--- config.mk ---
export PLATFORM = sky130hd
export DESIGN_NAME = shift_acc
export DESIGN_NICKNAME = d
export VERILOG_FILES = /design/src/rtl/dcim_pkg.sv /design/src/rtl/acc_obuf.sv /design/src/rtl/shift_acc.sv
export SDC_FILE = /design/constraint.sdc
export NUM_CORES = 1
export LEC_CHECK = 0
export CORE_ASPECT_RATIO = 1.1
export CORE_MARGIN = 1
export CORE_UTILIZATION = 40
export CTS_CLUSTER_SIZE = 25
export DETAILED_ROUTE_END_ITERATION = 8
export MAX_ROUTING_LAYER = met4
export SLEW_MARGIN = 40
export SYNTH_ARGS = -nofsm -noshare
export SYNTH_HDL_FRONTEND = slang
export SYNTH_HIERARCHICAL = 1
export SYNTH_SLANG_ARGS = --single-unit
--- constraint.sdc ---
create_clock -name clk -period 2.7 [get_ports clk]
set_input_delay 0.54 -clock clk [delete_from_list [all_inputs] [get_ports clk]]
set_output_delay 0.54 -clock clk [all_outputs]
set_load 0.005 [all_outputs]
--- src/rtl/dcim_pkg.sv ---
// Shared DCIM definitions: plane counts, shift-accumulate state encoding
// and the default datapath widths used by the macro top.
package dcim_pkg;

  localparam int PLANES_12      = 12;
  localparam int PLANES_24      = 24;
  localparam int CNT_WIDTH      = 5;
  localparam int PSUM_WIDTH_DEF = 16;
  localparam int ACC_WIDTH_DEF  = 48;

  typedef enum logic {
    IDLE = 1'b0,
    ACC  = 1'b1
  } acc_state_e;

endpackage

--- src/rtl/acc_obuf.sv ---
// One-entry valid/ready result buffer; a result arriving while the entry is
// full and not being popped is dropped and flagged on the sticky drop_err.
module acc_obuf
  import dcim_pkg::*;
#(
  parameter int ACC_WIDTH = ACC_WIDTH_DEF
) (
  input  logic                 clk,
  input  logic                 rst_n,
  input  logic                 push,
  input  logic [ACC_WIDTH-1:0] push_data,
  input  logic                 out_ready,
  input  logic                 err_clr,
  output logic                 out_valid,
  output logic [ACC_WIDTH-1:0] out_data,
  output logic                 drop_err
);

  logic                 valid_r;
  logic [ACC_WIDTH-1:0] data_r;
  logic                 drop_err_r;
  logic                 load_s;
  logic                 pop_s;
  logic                 drop_s;

  // Push/pop/drop decode; a pop in the same cycle frees the slot for the push.
  always_comb begin
    pop_s  = valid_r & out_ready;
    load_s = 1'b0;
    drop_s = 1'b0;
    if (push) begin
      load_s = ~valid_r | out_ready;
      drop_s = valid_r & ~out_ready;
    end else begin
      load_s = 1'b0;
      drop_s = 1'b0;
    end
  end

  // Buffer entry and sticky error flag; a new drop wins over err_clr.
  always_ff @(posedge clk or negedge rst_n) begin
    if (!rst_n) begin
      valid_r    <= 1'b0;
      data_r     <= {ACC_WIDTH{1'b0}};
      drop_err_r <= 1'b0;
    end else begin
      if (load_s) begin
        valid_r <= 1'b1;
        data_r  <= push_data;
      end else if (pop_s) begin
        valid_r <= 1'b0;
      end
      if (drop_s) begin
        drop_err_r <= 1'b1;
      end else if (err_clr) begin
        drop_err_r <= 1'b0;
      end
    end
  end

  assign out_valid = valid_r;
  assign out_data  = data_r;
  assign drop_err  = drop_err_r;

endmodule

--- src/rtl/shift_acc.sv ---
// Bit-serial shift-and-accumulate: weights MSB-first plane partial sums by bit
// position, negates the MSB plane for signed inputs, and buffers the result.
module shift_acc
  import dcim_pkg::*;
#(
  parameter int PSUM_WIDTH    = PSUM_WIDTH_DEF,
  parameter int ACC_WIDTH     = ACC_WIDTH_DEF,
  parameter int INWIDTH_WIDTH = 1
) (
  input  logic                     clk,
  input  logic                     rst_n,
  input  logic [INWIDTH_WIDTH-1:0] inwidth,
  input  logic                     in_signed,
  input  logic                     start_acc,
  input  logic                     psum_valid,
  input  logic [PSUM_WIDTH-1:0]    psum,
  input  logic                     out_ready,
  input  logic                     err_clr,
  output logic                     out_valid,
  output logic [ACC_WIDTH-1:0]     out_data,
  output logic                     busy,
  output logic                     drop_err
);

  acc_state_e           state_r;
  logic [ACC_WIDTH-1:0] acc_r;
  logic [CNT_WIDTH-1:0] plane_cnt_r;
  logic [CNT_WIDTH-1:0] nplanes_r;

  logic [ACC_WIDTH-1:0] psum_ext_s;
  logic [ACC_WIDTH-1:0] first_s;
  logic [ACC_WIDTH-1:0] acc_next_s;
  logic [CNT_WIDTH-1:0] cnt_inc_s;
  logic [CNT_WIDTH-1:0] nplanes_sel_s;
  logic                 start_s;
  logic                 done_s;

  // Datapath terms: sign-extended plane, MSB-plane seed, shift-add and completion.
  always_comb begin
    psum_ext_s = {{(ACC_WIDTH-PSUM_WIDTH){psum[PSUM_WIDTH-1]}}, psum};
    if (in_signed) begin
      first_s = {ACC_WIDTH{1'b0}} - psum_ext_s;
    end else begin
      first_s = psum_ext_s;
    end
    if (inwidth != {INWIDTH_WIDTH{1'b0}}) begin
      nplanes_sel_s = CNT_WIDTH'(PLANES_24);
    end else begin
      nplanes_sel_s = CNT_WIDTH'(PLANES_12);
    end
    acc_next_s = (acc_r << 1) + psum_ext_s;
    cnt_inc_s  = plane_cnt_r + 5'd1;
    start_s    = start_acc & psum_valid;
    done_s     = 1'b0;
    case (state_r)
      ACC:     done_s = psum_valid & ~start_acc & (cnt_inc_s == nplanes_r);
      IDLE:    done_s = 1'b0;
      default: done_s = 1'b0;
    endcase
  end

  // FSM, plane counter and accumulator; a start in ACC aborts and reseeds.
  always_ff @(posedge clk or negedge rst_n) begin
    if (!rst_n) begin
      state_r     <= IDLE;
      acc_r       <= {ACC_WIDTH{1'b0}};
      plane_cnt_r <= 5'd0;
      nplanes_r   <= 5'd0;
    end else begin
      case (state_r)
        IDLE: begin
          if (start_s) begin
            state_r     <= ACC;
            acc_r       <= first_s;
            plane_cnt_r <= 5'd1;
            nplanes_r   <= nplanes_sel_s;
          end
        end
        ACC: begin
          if (start_s) begin
            acc_r       <= first_s;
            plane_cnt_r <= 5'd1;
            nplanes_r   <= nplanes_sel_s;
          end else if (psum_valid) begin
            acc_r <= acc_next_s;
            if (done_s) begin
              state_r     <= IDLE;
              plane_cnt_r <= 5'd0;
            end else begin
              plane_cnt_r <= cnt_inc_s;
            end
          end
        end
        default: begin
          state_r     <= IDLE;
          plane_cnt_r <= 5'd0;
        end
      endcase
    end
  end

  assign busy = (state_r == ACC);

  acc_obuf #(
    .ACC_WIDTH (ACC_WIDTH)
  ) u_obuf (
    .clk       (clk),
    .rst_n     (rst_n),
    .push      (done_s),
    .push_data (acc_next_s),
    .out_ready (out_ready),
    .err_clr   (err_clr),
    .out_valid (out_valid),
    .out_data  (out_data),
    .drop_err  (drop_err)
  );

endmodule

==> impl_metrics.py, run 1 <==
metrics = {
    "floorplanning": {
        "fp.dieArea_sq_um": 19300,
        "coreArea_sq_um": 18300,
        "dieWidth_um": 132,
        "initial_core_util_pct": 40.8,
        "num_io_pins": 75,
        "die_y_um": 146,
        "rows": 52,
    },
    "routing": {
        "drtAntennaViolNets": 0,
        "drt_wl_total_mm": 21.7,
        "detail_route.wl_per_cell_um": 16.5,
        "drc": 0,
        "drt_iter0_markers": 315,
        "vias_per_cell": 5.24,
        "vias": 6904,
        "dr.pass1.iters": 5,
    },
    "logic_synthesis": {
        "synthSimpleGateAreaFrac_pct": 14.2,
        "synth_ff_type": "dfrtp_1",
        "synthTopCellsByCount": "dfrtp_1 (106), a21oi_1 (88), nand2_1 (81)",
        "yosysWarnings": 6,
        "synth_compound_area_share_pct": 21.0,
        "yosys-top-cells-area": "dfrtp_1 (35%), ha_1 (8.2%), a21oi_1 (5.9%)",
        "synth_seq_area_share_pct": 35.4,
        "ys_types": 69,
        "synthMuxAreaShare_pct": 8.50,
        "yosysMostFrequentCell": "dfrtp_1",
        "mappedNetlistArea_sq_um": 7490,
        "synth-seq-cells": 106,
        "syn_nets": 880,
        "syn_inst": 806,
        "yosys.area_share.xor_xnor_pct": 7.78,
        "ys_async_sr_fraction_pct": 100,
        "synth_adder_area_share_pct": 8.45,
        "yosysTopAreaCellShare_pct": 35.4,
        "synth_area_per_cell_sq_um": 9.29,
        "synth_top_family_by_area": "compound AO/OA/AOI/OAI gates",
        "yosysTopAreaCell": "dfrtp_1",
        "synth_edf_count": 0,
    },
    "outcome": {
        "status": "complete, but fails checks",
        "violations": "setup timing",
    },
    "pwr": {
        "cellPowerDensity_nw_per_um2": 1020,
        "peakVddDrop_uv": 509,
        "cellLeakagePower_nw": 5.17,
    },
    "placed_design": {
        "hpwl_mm": 15.8,
        "io_buffers": 74,
        "routabilityCongestion": 0.883,
    },
    "clock_network": {
        "cts_sinks": 106,
        "path_clk_slew_ns": 0.08,
        "clk_latency_ns": 0.36,
        "holdBufCountCts": 0,
        "htree_levels": 3,
        "cts_buffers": 9,
        "clock-root-buffer": "clkbuf_16",
        "cts_buffer_depth": 2,
        "tritoncts": "built",
    },
    "setup_path": {
        "r2r_cells": 12,
        "crit_fanout": 3,
        "cp.arrival_ns": 3.11,
        "max_stage_delay_ns": 0.41,
        "critical_path.slowest_cell": "dfrtp_1",
        "criticalPathCategory": "flop to flop",
        "regToRegStartpoint": "acc_r[1]$_DFFE_PN0P_",
        "cp.required_ns": 2.95,
        "path_cells": "ha_4 -> a211oi_4 -> o21ai_2 -> nor3b_2 -> a211o_2 -> a211oi_2 -> buf_4 -> o31ai_4 -> a31oi_1 -> xor2_1 -> inv_1 -> mux2_2",
        "r2r_slack_ns": -0.15,
        "worst_setup_path_start_kind": "flop",
        "r2r_end": "u_obuf/out_data[44]$_DFFE_PN0P_",
        "worstSetupEndpointType": "flop",
    },
    "sta": {
        "finalHoldViolCount": 0,
        "relSlewSlack_pct": 66.0,
        "fmax_mhz": 350,
        "min_period_over_period_pct": 106,
        "setup_ws_ns": -0.155,
        "drv_slew": 0,
        "worstMarginPinSlew_ns": 0.509,
        "period_minus_slack_ns": 2.85,
        "finalClockSkew_ns": 0.0112,
        "setup_viol": 17,
        "setup_tns_ns": -0.893,
        "hold_slack_ns": 0.0929,
        "rsz0062_at_grt": "yes",
    },
    "global_routing": {
        "grt-ovfl-total": 0,
        "grt_pass1_wl_mm": 34.9,
        "antenna_found_initial": 0,
        "grt_usage_pct": 23.4,
        "grt_pass1_vias": 6885,
        "grt_max_degree": 40,
    },
    "cells_and_area": {
        "insertedDiodeCount": 0,
        "nFillCells": 1580,
        "nNetsFinal": 1143,
        "drive_gt1_share_pct": 40.3,
        "area_growth_pct": 52.0,
    },
    "hold_path": {
        "hold_path_class": "primary input to asynchronous set/reset pin",
    },
    "flow_run": {
        "drv_cap": 0,
    },
}
cells in the final DEF (no fill, tap or decap), types with 10 or more instances in the layout:
cell and count:
buf_4 199, dfrtp_1 106, nand2_1 77, a21oi_1 65
nor2_1 64, clkdlybuf4s50_1 58, o21ai_0 29, ha_4 29
inv_1 28, xnor2_1 28, mux2_2 27, a21o_1 24
xor2_1 22, mux2_4 22, a21oi_2 21, nand4_1 18
ha_1 17, buf_6 17, o21bai_1 15, clkbuf_16 10
state kept, by name, indices dropped and copies added, names as in the netlist:
signal / flops
busy: 1
u_obuf/drop_err: 1
nplanes_r: 3
plane_cnt_r: 5
u_obuf/out_data: 48
acc_r: 47
u_obuf/out_valid: 1
per-layer routing:
layer  GRT usage, %  routed length, um  up-vias
met3           2.33                520       35
met4           8.28                494        0
met2           40.2              11200      116
met1           28.5               9460     3333
met5              -                  0        -
li1               -                  -     3420
through the flow:
stage,total power [mW],std cells,instance area [sq um],util [%],worst slack (ns)
finish,11.6,1317,11400,62.1,-0.155
global route,12.4,1317,11400,62.1,-0.233
CTS,10.8,1307,10900,59.4,-0.124
detailed placement,8.68,1280,10000,54.7,-0.967
global placement,8.62,1280,10000,54.7,-0.951
floorplan,6.01,806,7710,-,-0.0540
cells by family after synthesis:
family,after synthesis
buffers and inverters,73
AND/OR/NAND/NOR,224
adder cells (fa/ha/maj),50
XOR/XNOR,64
multiplexers,50
AO/OA/AOI/OAI,239
flip-flops,106
final cells by class:
cell class / count / area, sq um / share of cell area [%]
well taps: 243 / 304 / 2.67
clock inverters: 6 / 90.1 / 0.791
inverters: 29 / 109 / 0.956
repair buffers: 296 / 2570 / 22.5
multi-input cells: 627 / 5440 / 47.7
clock buffers: 10 / 229 / 2.01
flip-flops and latches: 106 / 2650 / 23.3
worst max-delay path: cells and delay by family, from the launching register on:
kind | cells | cell delay, ns
flip-flops | 1 | 0.41
XOR/XNOR | 1 | 0.23
buffers and inverters | 2 | 0.23
multiplexers | 1 | 0.25
AND/OR/NAND/NOR | 1 | 0.15
AO/OA/AOI/OAI | 6 | 1.20
adder cells (fa/ha/maj) | 1 | 0.26
how the worst max path moves through the flow:
stage                                     from                               to  slack (ns)  depth (start not counted)
after detailed placement              psum[15]  u_obuf/out_data[37]$_DFFE_PN0P_       -0.97                         12
after global routing      acc_r[1]$_DFFE_PN0P_  u_obuf/out_data[44]$_DFFE_PN0P_       -0.23                         12
after CTS                 acc_r[1]$_DFFE_PN0P_  u_obuf/out_data[44]$_DFFE_PN0P_       -0.12                         12
after global placement                psum[15]  u_obuf/out_data[37]$_DFFE_PN0P_       -0.95                         12
after floorplan                       psum[14]  u_obuf/out_data[47]$_DFFE_PN0P_       -0.05                         12
final                     acc_r[1]$_DFFE_PN0P_  u_obuf/out_data[44]$_DFFE_PN0P_       -0.15                         12
where the power goes:
part,switching [mW],internal (mW)
registers,0.326,1.94
clock network,0.640,0.818
logic,3.71,4.14
timing repair:
item                       4_1_cts  5_1_grt
setup endpoints to repair       70       46
buffers inserted                 9        9
resized for setup               96       76
cloned                           2        1
pin swaps                       47       38
Note: power is estimated with default switching activity, not from simulation.
==> inputs of run 2 (changes only) <==
ABC_AREA = 0   (was unset)
PLACE_DENSITY = 0.73   (was unset)
==> run 2 against run 1 <==
  * Via count grew 1.5%
  * Cell area fell by 1.1%
  * Core utilization shrank 0.65 points
  * Hold slack lost 0.065 ns
  * Critical endpoint is now u_obuf/out_data[43]$_DFFE_PN0P_
  * Highest routed layer unchanged
  * Global-route usage rose by 0.63 points
  * The run still ends with setup timing left
  * Combinational power decreased by 2.8%
  * Largest power group unchanged
  * Die area unchanged
  * First-iteration DRC count up 11%
  * Power down 2.0%
  * Sequential power is essentially flat
  * Register-to-register slack improved by 0.07 ns
==> impl_metrics.py, run 2 (synthesis results as in run 1) <==
metrics = {
    "outcome": {
        "status": "complete, but fails checks",
        "violations": "setup timing",
    },
    "cells_and_area": {
        "largest_reg_flops": 48,
        "nNetsFinal": 1145,
        "final_common_cell": "buf_4",
        "nFillCells": 1491,
        "fin_area_sq_um": 11300,
        "layout_common_cells": "buf_4 (209), dfrtp_1 (106), nand2_1 (77), a21oi_1 (68), nor2_1 (64)",
        "drive_gt1_share_pct": 39.0,
        "insertedDiodeCount": 0,
        "area_growth_pct": 50.4,
    },
    "routing": {
        "vias_per_cell": 5.31,
        "drc": 0,
        "drtAntennaViolNets": 0,
        "drt_iter0_markers": 349,
        "drt_wl_total_mm": 21.9,
        "detail_route.wl_per_cell_um": 16.6,
        "vias": 7007,
        "dr.pass1.iters": 4,
    },
    "setup_path": {
        "cp.arrival_ns": 3.04,
        "cp.required_ns": 2.96,
        "worst_setup_path_start_kind": "primary input",
        "criticalPathCategory": "primary input to flop",
        "worstSetupEndpointType": "flop",
        "crit_fanout": 5,
    },
    "sta": {
        "setup_viol": 13,
        "rsz0062_at_grt": "yes",
        "setup_ws_ns": -0.0868,
        "period_minus_slack_ns": 2.79,
        "worstMarginPinSlew_ns": 0.511,
        "relSlewSlack_pct": 65.9,
        "finalHoldViolCount": 0,
        "finalClockSkew_ns": 0.0143,
        "hold_slack_ns": 0.0280,
        "min_period_over_period_pct": 103,
        "fmax_mhz": 359,
        "drv_slew": 0,
    },
    "hold_path": {
        "hold_path_class": "primary input to asynchronous set/reset pin",
    },
    "clock_network": {
        "tritoncts": "built",
        "path_clk_slew_ns": 0.07,
        "holdBufCountCts": 0,
        "htree_levels": 3,
        "cts_buffer_depth": 2,
        "clock-root-buffer": "clkbuf_16",
        "cts_sinks": 106,
        "cts_buffers": 9,
        "clk_latency_ns": 0.38,
    },
    "global_routing": {
        "grt_usage_pct": 24.0,
        "grt-ovfl-total": 0,
        "antenna_found_initial": 0,
        "grt_pass1_vias": 7180,
        "busiest_layer": "met2",
        "grtUsageMet3_pct": 2.72,
        "grt_use_met1_pct": 29.0,
        "grt_util_met2_pct": 40.6,
        "grt_pass1_wl_mm": 35.6,
        "grt_max_degree": 40,
    },
    "pwr": {
        "switchingPower_mw": 4.63,
        "power_frac_comb_pct": 67.2,
        "switching_share_pct": 40.8,
        "cellPowerDensity_nw_per_um2": 1010,
        "peakVddDrop_uv": 526,
        "cellLeakagePower_nw": 5.19,
        "clock_power_share_pct": 13.1,
        "p_seq_share_pct": 19.7,
        "p_int_mw": 6.72,
    },
    "floorplanning": {
        "rows": 52,
        "num_io_pins": 75,
        "die_y_um": 146,
        "coreArea_sq_um": 18300,
        "dieWidth_um": 132,
        "fp.dieArea_sq_um": 19300,
        "initial_core_util_pct": 40.8,
    },
    "flow_run": {
        "drv_cap": 0,
    },
    "placed_design": {
        "dpl-instance-area_sq_um": 10000,
        "hpwl_mm": 15.8,
        "routabilityCongestion": 0.956,
        "io_buffers": 74,
    },
}
run 2: changes by cell type in the layout (fill, tap and decap cells not counted), moves of 4 or more:
cell,delta
buf_4,+10
ha_1,+8
mux2_4,+7
mux2_2,-7
buf_6,-8
dlygate4sd2_1,+4
ha_4,-5
run 2: per-stage QoR:
stage | std cells | power, mW | utilization (%) | TNS (ns) | worst slack (ns)
floorplan | 806 | 6.01 | - | -0.101 | -0.0540
global placement | 1274 | 8.49 | 54.5 | -51.22 | -0.917
detailed placement | 1274 | 8.59 | 54.5 | -53.80 | -0.924
CTS | 1309 | 10.8 | 59.5 | -0.418 | -0.0864
global route | 1319 | 12.1 | 61.4 | -2.90 | -0.193
finish | 1319 | 11.4 | 61.4 | -0.603 | -0.0868
run 2: layout make-up:
cell class	count	area (sq um)	share of cell area (%)
multi-input combinational	627	5340	47.4
tap	243	304	2.70
inverter	29	109	0.966
timing repair buffer	298	2540	22.5
clock inverter	7	100	0.888
clock buffer	9	225	2.00
sequential	106	2650	23.5
run 2: worst paths after layout:
| path | cells past startpoint | slack, ns | endpoint | from |
|---|---|---|---|---|
| setup / recovery | 12 | -0.09 | u_obuf/out_data[43]$_DFFE_PN0P_ | psum[15] |
| hold / removal | 1 | 0.03 | u_obuf/out_data[34]$_DFFE_PN0P_ | rst_n |
| setup reg to reg | 12 | -0.09 | u_obuf/out_data[43]$_DFFE_PN0P_ | acc_r[0]$_DFFE_PN0P_ |
| hold reg to reg | 1 | 0.51 | nplanes_r[3]$_DFFE_PN0P_ | nplanes_r[3]$_DFFE_PN0P_ |
| max in group asynchronous | 2 | 2.03 | u_obuf/out_data[46]$_DFFE_PN0P_ | rst_n |
| min in group clk | 1 | 0.51 | nplanes_r[3]$_DFFE_PN0P_ | nplanes_r[3]$_DFFE_PN0P_ |
run 2: power by group through the flow:
stage / clock network [mW] / logic (mW) / registers [mW]
floorplan: 0 / 3.86 / 2.15
global placement: 0 / 6.28 / 2.21
detailed placement: 0 / 6.38 / 2.21
CTS: 1.50 / 7.05 / 2.24
global route: 1.57 / 8.25 / 2.29
finish: 1.48 / 7.63 / 2.24
run 2: worst max-delay path, stage by stage:
cell and delay [ns]:
buf_12 0.12, buf_12 0.14, buf_4 0.13, ha_1 0.33
nand2_1 0.08, or3_4 0.42, or3_4 0.35, o22ai_4 0.21
buf_6 0.17, o221ai_4 0.11, xnor2_2 0.15, mux2_4 0.27
run 2: timing repair:
| action | CTS | global route |
|---|---|---|
| cloned | 2 | 0 |
| endpoints found under the setup margin | 67 | 53 |
| pin swaps | 50 | 52 |
| buffers inserted | 17 | 12 |
| resized for setup | 93 | 60 |
run 2: metal layers:
layer | share of wire, % | wire length, um
met5 | 0 | 0
met4 | 3.2 | 695
met3 | 3.2 | 695
met2 | 51 | 11200
met1 | 43 | 9320
